$ cat config.mk
export PLATFORM = sky130hd
export DESIGN_NAME = stack_lifo_core
export DESIGN_NICKNAME = d
export VERILOG_FILES = /design/src/rtl/stack_lifo_core.sv
export SDC_FILE = /design/constraint.sdc
export NUM_CORES = 1
export LEC_CHECK = 0
export ABC_CLOCK_PERIOD_IN_PS = 7350
export CAP_MARGIN = 20
export CORE_UTILIZATION = 40
export CTS_CLUSTER_DIAMETER = 120
export CTS_CLUSTER_SIZE = 20
export DETAILED_ROUTE_END_ITERATION = 12
export HOLD_SLACK_MARGIN = 0.03
export PLACE_DENSITY = 0.68
export SLEW_MARGIN = 20
export SYNTH_ARGS = -nofsm -noshare
export SYNTH_HDL_FRONTEND = slang
export SYNTH_SLANG_ARGS = --single-unit
$ cat constraint.sdc
create_clock -name clk -period 7.35 [get_ports clk]
set_input_delay 1.1025 -clock clk [delete_from_list [all_inputs] [get_ports clk]]
set_output_delay 1.1025 -clock clk [all_outputs]
set_load 0.02 [all_outputs]
$ cat src/rtl/stack_lifo_core.sv
// -----------------------------------------------------------------------------
// stack_lifo_core
//
// LIFO storage engine below the tt_um_yannickreiss_stack top level. It holds a
// register-file stack with a registered read port, tracks the fill level and
// keeps sticky overflow/underflow error flags.
//
// Optional feature (compile-time macro):
//   STACK_ARITH_EN - when defined, op_add pops the top two entries and pushes
//                    their wrapped sum. When undefined, op_add is ignored and
//                    no adder exists in the design.
//
// Parameters:
//   WIDTH  data word width in bits
//   DEPTH  number of stack entries (>= 2)
//   CW     width of count, derived as $clog2(DEPTH+1)
//
// Ports:
//   clk        in   system clock, rising edge
//   rst_n      in   asynchronous active-low reset
//   ena        in   design enable; 0 freezes all state and ignores commands
//   push       in   push push_data this cycle
//   push_data  in   word to push
//   pop        in   pop the top entry this cycle
//   op_add     in   add command (only with STACK_ARITH_EN)
//   clr_err    in   clear the sticky error flags
//   data_out   out  last popped / computed word (registered)
//   out_valid  out  one-cycle pulse: data_out was updated
//   top        out  current top-of-stack word, 0 when empty
//   count      out  number of valid entries, 0..DEPTH
//   empty      out  count == 0
//   full       out  count == DEPTH
//   overflow   out  sticky: a push was dropped
//   underflow  out  sticky: a pop or add was rejected
// -----------------------------------------------------------------------------
module stack_lifo_core #(
  parameter int WIDTH = 8,
  parameter int DEPTH = 16,
  parameter int CW    = $clog2(DEPTH + 1)
) (
  input  logic             clk,
  input  logic             rst_n,
  input  logic             ena,
  input  logic             push,
  input  logic [WIDTH-1:0] push_data,
  input  logic             pop,
  input  logic             op_add,
  input  logic             clr_err,
  output logic [WIDTH-1:0] data_out,
  output logic             out_valid,
  output logic [WIDTH-1:0] top,
  output logic [CW-1:0]    count,
  output logic             empty,
  output logic             full,
  output logic             overflow,
  output logic             underflow
);

  // Storage index width; entries are addressed 0..DEPTH-1.
  localparam int AW = (DEPTH > 1) ? $clog2(DEPTH) : 1;

  localparam logic [CW-1:0] DEPTH_C = CW'(DEPTH);
  localparam logic [CW-1:0] ZERO_C  = {CW{1'b0}};
  localparam logic [CW-1:0] ONE_C   = CW'(1);

  // ---------------------------------------------------------------------------
  // State
  // ---------------------------------------------------------------------------
  logic [WIDTH-1:0] mem_q [DEPTH];

  logic [CW-1:0]    count_q,     count_d;
  logic [WIDTH-1:0] data_out_q,  data_out_d;
  logic             out_valid_q, out_valid_d;
  logic             overflow_q,  overflow_d;
  logic             underflow_q, underflow_d;

  // Single storage write port, steered by the command decode.
  logic             mem_we_s;
  logic [AW-1:0]    mem_waddr_s;
  logic [WIDTH-1:0] mem_wdata_s;

  // ---------------------------------------------------------------------------
  // Derived pointers and status
  // ---------------------------------------------------------------------------
  logic [CW-1:0]    cnt_p1_s;
  logic [CW-1:0]    cnt_m1_s;
  logic [AW-1:0]    push_idx_s;
  logic [AW-1:0]    top_idx_s;
  logic [WIDTH-1:0] top_word_s;
  logic             empty_s;
  logic             full_s;

  // The write pointer is count itself: the next free slot is mem[count].
  assign cnt_p1_s   = count_q + ONE_C;
  assign cnt_m1_s   = count_q - ONE_C;
  assign push_idx_s = count_q[AW-1:0];
  // When empty, cnt_m1 wraps; the index is harmless because top is masked.
  assign top_idx_s  = cnt_m1_s[AW-1:0];

  assign empty_s    = (count_q == ZERO_C);
  assign full_s     = (count_q == DEPTH_C);
  assign top_word_s = mem_q[top_idx_s];

  // ---------------------------------------------------------------------------
  // Optional add datapath
  // ---------------------------------------------------------------------------
  logic             add_cmd_s;
  logic             add_ok_s;
  logic [AW-1:0]    add_idx_s;
  logic [WIDTH-1:0] sum_s;

`ifdef STACK_ARITH_EN
  localparam logic [CW-1:0] TWO_C = CW'(2);

  logic [CW-1:0]    cnt_m2_s;
  logic [WIDTH-1:0] next_word_s;

  assign cnt_m2_s    = count_q - TWO_C;
  assign add_idx_s   = cnt_m2_s[AW-1:0];
  assign next_word_s = mem_q[add_idx_s];
  assign add_cmd_s   = op_add;
  assign add_ok_s    = (count_q >= TWO_C);
  // Natural WIDTH-bit wrap gives the mod 2^WIDTH result.
  assign sum_s       = top_word_s + next_word_s;
`else
  // op_add is a dead input in this build; the tie-offs let the add branch
  // below fold away entirely.
  logic unused_op_add_s;

  assign unused_op_add_s = op_add;
  assign add_cmd_s       = 1'b0;
  assign add_ok_s        = 1'b0;
  assign add_idx_s       = {AW{1'b0}};
  assign sum_s           = {WIDTH{1'b0}};
`endif

  // ---------------------------------------------------------------------------
  // Command decode: next-state for counters, outputs, flags and write port
  // ---------------------------------------------------------------------------
  // Compute next state from the sampled command set.
  always_comb begin
    count_d     = count_q;
    data_out_d  = data_out_q;
    out_valid_d = 1'b0;
    overflow_d  = overflow_q;
    underflow_d = underflow_q;
    mem_we_s    = 1'b0;
    mem_waddr_s = push_idx_s;
    mem_wdata_s = push_data;

    if (ena) begin
      // Clear first so that an error raised on the same edge overrides it.
      if (clr_err) begin
        overflow_d  = 1'b0;
        underflow_d = 1'b0;
      end else begin
        overflow_d  = overflow_q;
        underflow_d = underflow_q;
      end

      if (add_cmd_s) begin
        // add overrides push/pop: pop a and b, push a+b into b's slot.
        if (add_ok_s) begin
          mem_we_s    = 1'b1;
          mem_waddr_s = add_idx_s;
          mem_wdata_s = sum_s;
          count_d     = cnt_m1_s;
          data_out_d  = sum_s;
          out_valid_d = 1'b1;
        end else begin
          underflow_d = 1'b1;
        end
      end else begin
        case ({push, pop})
          2'b10: begin
            if (!full_s) begin
              mem_we_s    = 1'b1;
              mem_waddr_s = push_idx_s;
              count_d     = cnt_p1_s;
            end else begin
              overflow_d  = 1'b1;
            end
          end
          2'b01: begin
            if (!empty_s) begin
              data_out_d  = top_word_s;
              count_d     = cnt_m1_s;
              out_valid_d = 1'b1;
            end else begin
              underflow_d = 1'b1;
            end
          end
          2'b11: begin
            if (!empty_s) begin
              // Swap the top: return old top, overwrite in place. Depth is
              // unchanged, so this is legal even when full.
              mem_we_s    = 1'b1;
              mem_waddr_s = top_idx_s;
              data_out_d  = top_word_s;
              out_valid_d = 1'b1;
            end else begin
              // Nothing to pop: degrade to a plain push and flag the pop.
              // An empty stack can never be full since DEPTH >= 2.
              mem_we_s    = 1'b1;
              mem_waddr_s = push_idx_s;
              count_d     = cnt_p1_s;
              underflow_d = 1'b1;
            end
          end
          default: begin
            count_d = count_q;
          end
        endcase
      end
    end else begin
      // Disabled: hold everything; out_valid drops via its default.
      count_d = count_q;
    end
  end

  // Control and output registers with asynchronous reset.
  always_ff @(posedge clk or negedge rst_n) begin
    if (!rst_n) begin
      count_q     <= {CW{1'b0}};
      data_out_q  <= {WIDTH{1'b0}};
      out_valid_q <= 1'b0;
      overflow_q  <= 1'b0;
      underflow_q <= 1'b0;
    end else begin
      count_q     <= count_d;
      data_out_q  <= data_out_d;
      out_valid_q <= out_valid_d;
      overflow_q  <= overflow_d;
      underflow_q <= underflow_d;
    end
  end

  // Storage array: contents need no reset because count masks them.
  always_ff @(posedge clk) begin
    if (mem_we_s) begin
      mem_q[mem_waddr_s] <= mem_wdata_s;
    end
  end

  // ---------------------------------------------------------------------------
  // Outputs
  // ---------------------------------------------------------------------------
  assign data_out  = data_out_q;
  assign out_valid = out_valid_q;
  assign count     = count_q;
  assign empty     = empty_s;
  assign full      = full_s;
  assign overflow  = overflow_q;
  assign underflow = underflow_q;
  assign top       = empty_s ? {WIDTH{1'b0}} : top_word_s;

endmodule

# Word level (Yosys, flattened, before mapping)
# Memory sizes are Yosys's and may differ from the RTL's.
# Index checks and enable logic that the tools add are counted.
# totals
elab_cells	43
ram_bits	128
out_inout_bits	26
regBits	16
memories	1
# classes
bitwise	1
eq_ne	7
mux	22
n_reduce_logical	5
n_addsub	2
# memory_table
name	words	width	rd	rd_ports_with_merged_regs	write_ports	line	source
mem_q	16	8	1	0	1	69	logic [WIDTH-1:0] mem_q [DEPTH];
# op_table
op	count
5-bit 2-to-1 mux	3
5-bit one-hot mux with 3 select lines	1
1-bit 2-to-1 mux	13
4-bit 2-to-1 mux	3
8-bit 2-to-1 mux	1
2-bit inequality test (second input constant)	3
5-bit by 1-bit adder with 5-bit output (second input constant)	1
5-bit == test (second input constant)	1
5-bit zero test	1
5-bit AND reduction	1
5-bit by 1-bit subtractor with 5-bit output (second input constant)	1
2-bit == test (second input constant)	2
3-bit AND reduction	1
3-bit nonzero test	1
2-bit by 1-bit == test with 1-bit output (second input constant)	1
1-bit one-hot mux with 2 select lines	1
2-bit OR reduction	1
1-bit NOT	1

# Depth between registers and ports, before layout
# Gate-level depths: netlist of run 1.
# depth
word_depth	6
ltp_mapped	10

# Worst setup path after synthesis of run 1
# Ideal clock, no wire load.
# synth_path
kind	register to output
start	register count_q[0], in the netlist count[0]
end	output port top[7]
path_buffers	4
path_slack_ns	3.719
t_required_ns	6.247
arrival_time_ns	2.528
stages_incl_launch_ff	11
path_cell_list	dfrtp_1 -> buf_2 -> buf_6 -> inv_1 -> ha_1 -> buf_2 -> clkbuf_1 -> mux4_2 -> mux2i_1 -> mux2_2 -> nor2_1
# synth_between
elab_chain_cells	3
elab_cells_between_ends	4
# synth_rtl
item	line	source
start, declared	71	logic [CW-1:0] count_q, count_d;
start signal, assigned	224	count_q <= {CW{1'b0}};
start signal, assigned	230	count_q <= count_d;
5-bit by 1-bit subtractor with 5-bit output	95	assign cnt_m1_s = count_q - ONE_C;
memory read 16 x 8 bit	--	
8-bit 2-to-1 mux *	255	assign top = empty_s ? {WIDTH{1'b0}} : top_word_s;
end, declared	51	output logic [WIDTH-1:0] top,
# Every way passes the cells marked *; elsewhere a longest branch is shown, timed or not.

# Final worst setup path of run 1
# layout_path
start	register count_q[1], in the netlist count[1]
end	output port top[1]
# Same word-level chain as after synthesis.

==> impl_metrics.tcl, run 1 <==
set metrics [dict create \
    crit_arrival_ps 3730 \
    cts_sinks 144 \
    antenna_found_initial 0 \
    die_h_um 125 \
    post_cts_buffers 0 \
    dpl.hpwl_mm 7.64 \
    cap_violations 0 \
    totalWireLength_mm 12.3 \
    grt_max_degree 44 \
    synth_top_area_cell "edfxtp_1" \
    syn_area_mm2 0.00602 \
    power_mw 3.36 \
    worst_pin_slew_ps 1030 \
    post-route-period-util 0.658 \
    p_switching_mw 1.11 \
    syn-num-nets 346 \
    hold_viol 0 \
    postCtsHoldBufs 0 \
    vias_per_cell 5.53 \
    ys_warn_count 0 \
    p_sw_frac 0.331 \
    p_int_mw 2.25 \
    timing.rr.end "mem_q[9][0]$_DFFE_PP_" \
    crit_path_end "top[1]" \
    gp_congestion 0.774 \
    grt_pass1_vias 3289 \
    grt_pass1_wl_mm 19.0 \
    synthesis.instances 328 \
    drt_pre_antenna_iters 5 \
    finalWorstSetupSlack_ps 2510 \
    start_kind "register" \
    clkPwrFrac 0.288 \
    max_freq_mhz 207 \
    vias 3158 \
    layout.nets 392 \
    row_count 44 \
    ant_nets 0 \
    start_util 0.413 \
    synth_area_leaders "edfxtp_1 64%, mux4_2 12%, dfrtp_1 6.7%" \
    p_leak_nw 2.44 \
    finalSetupViolations 0 \
    slew_viol_final 0 \
    combPwrFrac 0.407 \
    cts_made_buffers 17 \
    crit_start "count[1]$_DFFE_PN0P_" \
    r2r_slack_ps 3860 \
    clk_pin_slew_ps 60 \
    finalSetupTns_ps 0 \
    worstPathMaxFanout 26 \
    ys.flop_type "edfxtp_1" \
    route.detailed.drc 0 \
    cts_resized 0 \
    timing.rr.start "count[1]$_DFFE_PN0P_" \
    place_ws_ps 2960 \
    die_x_um 125 \
    cts_max_level 4 \
    ys_ff_latch 144 \
    first_iter_violations 356 \
    io_pins 41 \
    wl_per_cell_um 21.5 \
    numPortBuffers 39 \
    rsz0062_at_grt "no" \
    synth_top_cell_area_share 0.639 \
    clk_latency_ps 410 \
    grt.overflow.total 0 \
    status "finished, final reports clean" \
    final_cells 571 \
    netlist-cell-type-count 49 \
    min_path_type "reg -> reg" \
    num_antenna_cells 0 \
    clockBufferDepth 2 \
    worst_ep_required_time_ps 6250 \
    drive_gt1_frac 0.238 \
    seq_area_frac_synth 0.705 \
    crit_type "reg -> out" \
    synth_edf_count 128 \
    fin_skew_ps 10.4 \
    irDropWorstVdd_mv 0.333 \
    crit_path_end_kind "output pin" \
    powerDensity_mw_per_mm2 462 \
    slew_headroom 0.308 \
    root_buffer "clkbuf_16" \
    place_inst 539 \
    area_delta_synth_final_pct 20.9 \
    timing.final.crit_period_ps 4840 \
    seq_power_share 0.305 \
    placed_area_mm2 0.00660 \
    cts_tree "yes" \
    core_mm2 0.0146 \
    async_flop_share 0.111 \
    fillers 1181 \
    postLayoutCellArea_mm2 0.00728 \
    grt_use_total 0.168 \
    die_area_mm2 0.0155 \
    r2r_cells 7 \
    synth.avg_cell_area_um2 18.3 \
]
==> critical path, cell delays in order (launching register included) <==
cell	delay, ps
dfrtp_1	590
inv_1	140
ha_1	670
buf_4	460
mux4_2	280
mux2i_1	80
mux2_2	310
nor2_1	130
clkdlybuf4s50_1	640
==> logic make-up (layout without fill, tap and decap cells) <==
logic type                 after synthesis  in the layout  synth area share
DFF                                    144            144             0.705
and+or+nand+nor                         63             63            0.0543
adders and majority gates                3              3           0.00624
muxes                                   58             58             0.165
AOI/OAI and AO/OA                       29             29            0.0370
buffers and inverters                   25             84            0.0224
xor gates and xnor gates                 6              6           0.00998
==> synth_stat cells (all sizes together) (2+ instances only) <==
cell type / instances
xor2: 2
and2: 2
mux2: 9
o21ai: 10
mux4: 32
and4: 2
a211oi: 4
nor4: 4
edfxtp: 128
o22ai: 2
nor3: 9
nand2: 16
a31oi: 5
nor2: 18
nand3: 2
inv: 6
dfrtp: 16
buf: 15
xnor2: 4
mux2i: 17
ha: 3
clkbuf: 4
==> per-stage QoR <==
step | util | hold WS [ps]
4_1_cts | 0.499 | 483
6_report | 0.499 | 480
3_5_place_dp | 0.452 | 469
3_3_place_gp | 0.452 | 465
5_1_grt | 0.499 | 523
2_1_floorplan | - | 581
==> area by class of cell <==
class                           instances  area [um^2]  area share
Tap cell                              184          230      0.0316
Sequential cell                       144         4250       0.583
Inverter                                6         22.5     0.00309
Multi-Input combinational cell        159         1660       0.228
Timing Repair Buffer                   46          443      0.0609
Clock inverter                         13          234      0.0322
Clock buffer                           19          443      0.0609
==> sequential cells by signal, indices dropped and copies added, names as in the netlist <==
signal	count
underflow	1
overflow	1
mem_q	128
out_valid	1
count	5
data_out	8
==> worst min path at each step <==
stage	startpoint	to	slack, ps	cells past startpoint
finish	data_out[2]$_DFFE_PN0P_	data_out[2]$_DFFE_PN0P_	480	2
global route	data_out[1]$_DFFE_PN0P_	data_out[1]$_DFFE_PN0P_	520	2
CTS	data_out[2]$_DFFE_PN0P_	data_out[2]$_DFFE_PN0P_	480	2
detailed placement	data_out[2]$_DFFE_PN0P_	data_out[2]$_DFFE_PN0P_	470	2
global placement	data_out[0]$_DFFE_PN0P_	data_out[0]$_DFFE_PN0P_	470	2
floorplan	data_out[6]$_DFFE_PN0P_	data_out[6]$_DFFE_PN0P_	580	2
==> power by group through the flow <==
| stage | logic (mW) | registers (mW) | clock network (mW) |
|---|---|---|---|
| global placement | 1.36 | 1.04 | 0 |
| global route | 1.46 | 1.04 | 1.02 |
| finish | 1.37 | 1.03 | 0.969 |
| detailed placement | 1.38 | 1.04 | 0 |
| CTS | 1.39 | 1.03 | 0.984 |
| floorplan | 0.907 | 1.05 | 0 |
==> layout by cell type (no fill, tap or decap), drive strengths merged, types with 5 or more instances in the layout <==
master and instances:
mux4 32, buf 7, nor2 18, mux2i 17, bufinv 6, clkbuf 19, dfrtp 16, clkinv 6
nor3 9, inv 7, o21ai 10, clkdlybuf4s50 39, mux2 9, a31oi 5, edfxtp 128, nand2 16
==> layer usage <==
layer	part of all wire	GRT usage
met3	0.094	0.0627
met1	0.40	0.226
met4	0.012	0.0503
met5	0	0
met2	0.50	0.254
(Power assumes the default switching activity.)
==> run 2: changes to the inputs <==
--- a/config.mk
+++ b/config.mk
@@ -5,14 +5,14 @@
 export SDC_FILE = /design/constraint.sdc
 export NUM_CORES = 1
 export LEC_CHECK = 0
-export ABC_CLOCK_PERIOD_IN_PS = 7350
+export ABC_CLOCK_PERIOD_IN_PS = 4350
 export CAP_MARGIN = 20
 export CORE_UTILIZATION = 40
 export CTS_CLUSTER_DIAMETER = 120
 export CTS_CLUSTER_SIZE = 20
 export DETAILED_ROUTE_END_ITERATION = 12
 export HOLD_SLACK_MARGIN = 0.03
-export PLACE_DENSITY = 0.68
+export PLACE_DENSITY = 0.7
 export SLEW_MARGIN = 20
 export SYNTH_ARGS = -nofsm -noshare
 export SYNTH_HDL_FRONTEND = slang
==> constraint.sdc (replaced) <==
create_clock -name clk -period 4.35 [get_ports clk]
set_input_delay 0.6525 -clock clk [delete_from_list [all_inputs] [get_ports clk]]
set_output_delay 0.6525 -clock clk [all_outputs]
set_load 0.02 [all_outputs]
==> run 2 against run 1 <==
Routed wire length down 7.4%. Worst hold slack about the same. Sequential share of layout area up 0.42 points. Die area unchanged. Power up 63%. Critical endpoint is now top[7].
==> impl_metrics.tcl, run 2 (synthesis results as in run 1) <==
set metrics [dict create \
    start_util 0.413 \
    rsz0062_at_grt "no" \
    antenna_found_initial 0 \
    worstPathMaxFanout 23 \
    start_kind "register" \
    crit_type "reg -> out" \
    min_path_type "reg -> reg" \
    layout_common_cells "128 x edfxtp_1, 39 x clkdlybuf4s50_1, 32 x mux4_2" \
    hold_viol 0 \
    cts_max_level 4 \
    worst_pin_slew_ps 950 \
    numPortBuffers 39 \
    cts_tree "yes" \
    grt_max_degree 28 \
    layout.nets 398 \
    dpl.hpwl_mm 7.28 \
    regMostFlops "mem_q" \
    area_delta_synth_final_pct 20.0 \
    timing.rr.end "mem_q[9][1]$_DFFE_PP_" \
    die_x_um 125 \
    status "finished, final reports clean" \
    power_mw 5.50 \
    root_buffer "clkbuf_16" \
    ant_nets 0 \
    max_freq_mhz 258 \
    cts_sinks 144 \
    largest_reg_flops 128 \
    clk_pin_slew_ps 50 \
    drive_gt1_frac 0.232 \
    vias_per_cell 5.41 \
    place_ws_ps 895 \
    finalSetupTns_ps 0 \
    post-route-period-util 0.892 \
    grt_pass1_vias 3184 \
    grt_pass1_wl_mm 18.1 \
    io_pins 41 \
    slew_viol_final 0 \
    crit_arrival_ps 3230 \
    drt_pre_antenna_iters 4 \
    crit_path_end_kind "output pin" \
    timing.final.crit_period_ps 3880 \
    cts_resized 0 \
    gp_congestion 0.761 \
    fin_skew_ps 4.90 \
    powerDensity_mw_per_mm2 761 \
    clk_latency_ps 410 \
    cap_violations 0 \
    min_delay_worst_endpoint "data_out[5]$_DFFE_PN0P_" \
    irDropWorstVdd_mv 0.427 \
    route.detailed.drc 0 \
    p_leak_nw 2.43 \
    totalWireLength_mm 11.4 \
    hp-start "data_out[5]$_DFFE_PN0P_" \
    r2r_cells 7 \
    row_count 44 \
    finalWorstSetupSlack_ps 469 \
    finalSetupViolations 0 \
    post_cts_buffers 0 \
    core_mm2 0.0146 \
    whs_path_depth 2 \
    clockBufferDepth 2 \
    grt_use_total 0.158 \
    grt.overflow.total 0 \
    postCtsHoldBufs 0 \
    timing.rr.start "count[1]$_DFFE_PN0P_" \
    die_h_um 125 \
    worst_ep_required_time_ps 3700 \
    wl_per_cell_um 19.7 \
    layout_commonest_cell "edfxtp_1" \
    r2r_slack_ps 1040 \
    vias 3122 \
    num_antenna_cells 0 \
    slew_headroom 0.365 \
    die_area_mm2 0.0155 \
    cts_made_buffers 17 \
    first_iter_violations 294 \
]
## run 2: through the flow
step,hold WS (ps),std cells,cell area [um^2],util
floorplan,357,328,6020,-
global placement,469,545,6630,0.454
detailed placement,473,545,6630,0.454
CTS,486,577,7220,0.495
global route,499,577,7220,0.495
finish,480,577,7220,0.495
## run 2: critical path: stages, from the launching register on
cell             delay, ps
dfrtp_1                590
inv_1                  140
ha_1                   320
buf_4                  320
mux4_2                 350
mux2i_1                260
mux2_2                 230
nor2_1                  50
clkdlybuf4s50_1        540
## run 2: report_power, final
group          internal [mW]  switching (mW)
Combinational           1.09            1.21
Clock                  0.933           0.527
Sequential              1.64           0.101
## run 2: worst max path at each step
stage / startpoint / slack [ps] / cells after the start / to
after floorplan: count[0]$_DFFE_PN0P_ / 1170 / 10 / top[7]
after global placement: count[1]$_DFFE_PN0P_ / 920 / 8 / top[6]
after detailed placement: count[1]$_DFFE_PN0P_ / 900 / 8 / top[6]
after CTS: count[1]$_DFFE_PN0P_ / 430 / 8 / top[6]
after global routing: count[1]$_DFFE_PN0P_ / 330 / 8 / top[3]
final: count[1]$_DFFE_PN0P_ / 470 / 8 / top[7]
## run 2: cell type report
class                      instances  area (um^2)
sequential                       144         4250
tap                              184          230
clock inverter                     9          131
clock buffer                      23          468
inverter                           6         22.5
fill                            1141         7360
multi-input combinational        159         1640
timing repair buffer              52          488
## run 2: per-layer routing
layer  up-vias  track usage  share of wire  wire [um]
met5         -            0              0          0
met4         0       0.0602         0.0057         65
met3         6       0.0357          0.087        986
met2       129        0.245           0.49       5530
met1      1569        0.217           0.42       4780
li1       1418            -              -          -
==> run 3: changes to the inputs <==
--- a/config.mk
+++ b/config.mk
@@ -11,8 +11,10 @@
 export CTS_CLUSTER_DIAMETER = 120
 export CTS_CLUSTER_SIZE = 20
 export DETAILED_ROUTE_END_ITERATION = 12
+export DONT_BUFFER_PORTS = 1
 export HOLD_SLACK_MARGIN = 0.03
-export PLACE_DENSITY = 0.7
+export PLACE_DENSITY = 0.66
+export RECOVER_POWER = 50
 export SLEW_MARGIN = 20
 export SYNTH_ARGS = -nofsm -noshare
 export SYNTH_HDL_FRONTEND = slang
==> run 3 against run 2 <==
Flip-flop and latch count did not move. Power fell by 6.7%. Core utilization fell by 2.6 points. Design area fell by 5.2%. Routed wire length rose by 4.4%. Via count fell by 2.7%. Critical path depth did not move. Final cell count fell by 5.2%. Clock power fell by 9%. Maximum frequency rose by 1.7%. Critical path type unchanged.
==> impl_metrics.tcl, run 3 (synthesis results as in run 1) <==
set metrics [dict create \
    grtUsageMet1 0.215 \
    cts_resized 0 \
    core_mm2 0.0146 \
    cap_violations 0 \
    p_int_mw 3.29 \
    fin_skew_ps 7.49 \
    p_switching_mw 1.84 \
    busiest_layer "met2" \
    cts_tree "yes" \
    postLayoutCellArea_mm2 0.00685 \
    cts_max_level 4 \
    largest_reg_flops 128 \
    numPortBuffers 0 \
    slew_headroom 0.309 \
    grtUsageMet2 0.261 \
    irDropWorstVdd_mv 0.520 \
    wl_per_cell_um 21.7 \
    r2r_cells 7 \
    num_antenna_cells 0 \
    grtUsageMet3 0.0473 \
    root_buffer "clkbuf_16" \
    powerDensity_mw_per_mm2 749 \
    layout_commonest_cell "edfxtp_1" \
    timing.rr.end "mem_q[11][2]$_DFFE_PP_" \
    die_h_um 125 \
    ant_nets 0 \
    start_kind "register" \
    grt_pass1_wl_mm 18.6 \
    timing.final.crit_period_ps 3820 \
    cts_sinks 144 \
    totalWireLength_mm 11.9 \
    drive_gt1_frac 0.278 \
    crit_path_end_kind "output pin" \
    p_sw_frac 0.360 \
    gp_congestion 0.809 \
    drt_pre_antenna_iters 5 \
    slew_viol_final 0 \
    regMostFlops "mem_q" \
    combPwrFrac 0.386 \
    grt_use_total 0.165 \
    status "finished, final reports clean" \
    area_delta_synth_final_pct 13.8 \
    r2r_slack_ps 760 \
    timing.rr.start "count[0]$_DFFE_PN0P_" \
    layout_common_cells "128 x edfxtp_1, 32 x mux4_2, 20 x buf_4" \
    die_x_um 125 \
    dpl.hpwl_mm 7.55 \
    seq_power_share 0.355 \
    grt_max_degree 37 \
    max_freq_mhz 262 \
    die_area_mm2 0.0155 \
    start_util 0.413 \
    min_delay_worst_endpoint "mem_q[12][5]$_DFFE_PP_" \
    clockBufferDepth 2 \
    crit_arrival_ps 3160 \
    vias 3039 \
    fillers 1200 \
    min_path_type "in -> reg" \
    worstPathMaxFanout 36 \
    cpPeakStageDelay_ps 660 \
    grt.overflow.total 0 \
    p_leak_nw 2.28 \
    worst_pin_slew_ps 1040 \
    antenna_found_initial 0 \
    clkPwrFrac 0.260 \
    worst_ep_required_time_ps 3700 \
    post-route-period-util 0.877 \
    clk_latency_ps 420 \
    crit_chain "inv_1 -> ha_1 -> buf_4 -> mux4_2 -> mux2i_1 -> mux2_2 -> nor2_1 -> buf_4" \
    finalSetupTns_ps 0 \
    clk_pin_slew_ps 60 \
    cpMaxStageDelayCell "dfrtp_2" \
    row_count 44 \
    whs_path_depth 0 \
    hold_viol 0 \
    io_pins 41 \
    rsz0062_at_grt "no" \
    route.detailed.drc 0 \
    layout.nets 368 \
    first_iter_violations 334 \
    cts_made_buffers 17 \
    crit_top_cell "buf_4" \
    grt_pass1_vias 3236 \
    hold_ws_ps 327 \
    hp-start "push_data[5]" \
    finalSetupViolations 0 \
    vias_per_cell 5.56 \
    crit_type "reg -> out" \
    placed_area_mm2 0.00629 \
]
run 3: what timing repair did:
item / in CTS / in global routing
setup buffers: 0 / 0
hold buffers: 1 / 0
setup endpoints to repair: 0 / 0
hold endpoints to repair: 16 / 0
run 3: layout make-up:
class | count | area [um^2] | share of cell area
flip-flops and latches | 144 | 4250 | 0.620
clock inverters | 15 | 123 | 0.0179
multi-input cells | 159 | 1640 | 0.239
clock buffers | 17 | 425 | 0.0621
inverters | 6 | 22.5 | 0.00329
well taps | 184 | 230 | 0.0336
repair buffers | 22 | 164 | 0.0239
run 3: worst max path at each step:
stage / from / endpoint / slack (ps) / cells after the start
after floorplan: count[0]$_DFFE_PN0P_ / top[7] / 1170 / 10
after global placement: count[0]$_DFFE_PN0P_ / mem_q[11][3]$_DFFE_PP_ / 810 / 7
after detailed placement: count[0]$_DFFE_PN0P_ / mem_q[11][6]$_DFFE_PP_ / 700 / 7
after CTS: count[0]$_DFFE_PN0P_ / top[7] / 470 / 8
after global routing: count[0]$_DFFE_PN0P_ / top[4] / 360 / 8
final: count[0]$_DFFE_PN0P_ / top[7] / 530 / 8
run 3: worst max-delay path: cells and delay by family, from the launching register on:
family                   cells  cell delay (ps)
AND/OR/NAND/NOR              1               40
multiplexers                 3              850
flip-flops                   1              660
buffers and inverters        3              830
adder cells (fa/ha/maj)      1              370
run 3: power by group through the flow:
stage / combinational (mW) / clock [mW] / sequential [mW]
6_report: 1.98 / 1.33 / 1.82
4_1_cts: 2.02 / 1.36 / 1.82
5_1_grt: 2.13 / 1.41 / 1.84
2_1_floorplan: 1.53 / 0 / 1.78
3_5_place_dp: 2.00 / 0 / 1.85
3_3_place_gp: 1.98 / 0 / 1.84
run 3: routing by layer:
metal	vias up	wire (um)
li1	1372	-
met1	1542	4800
met2	116	5980
met3	9	993
met4	0	83
met5	-	0
run 3: metrics by stage:
stage	total power [mW]	util	setup slack [ps]	instances
2_1_floorplan	3.32	-	1170	328
3_3_place_gp	3.82	0.431	812	514
3_5_place_dp	3.85	0.431	696	514
4_1_cts	5.20	0.470	472	547
5_1_grt	5.38	0.469	356	547
6_report	5.13	0.469	534	547
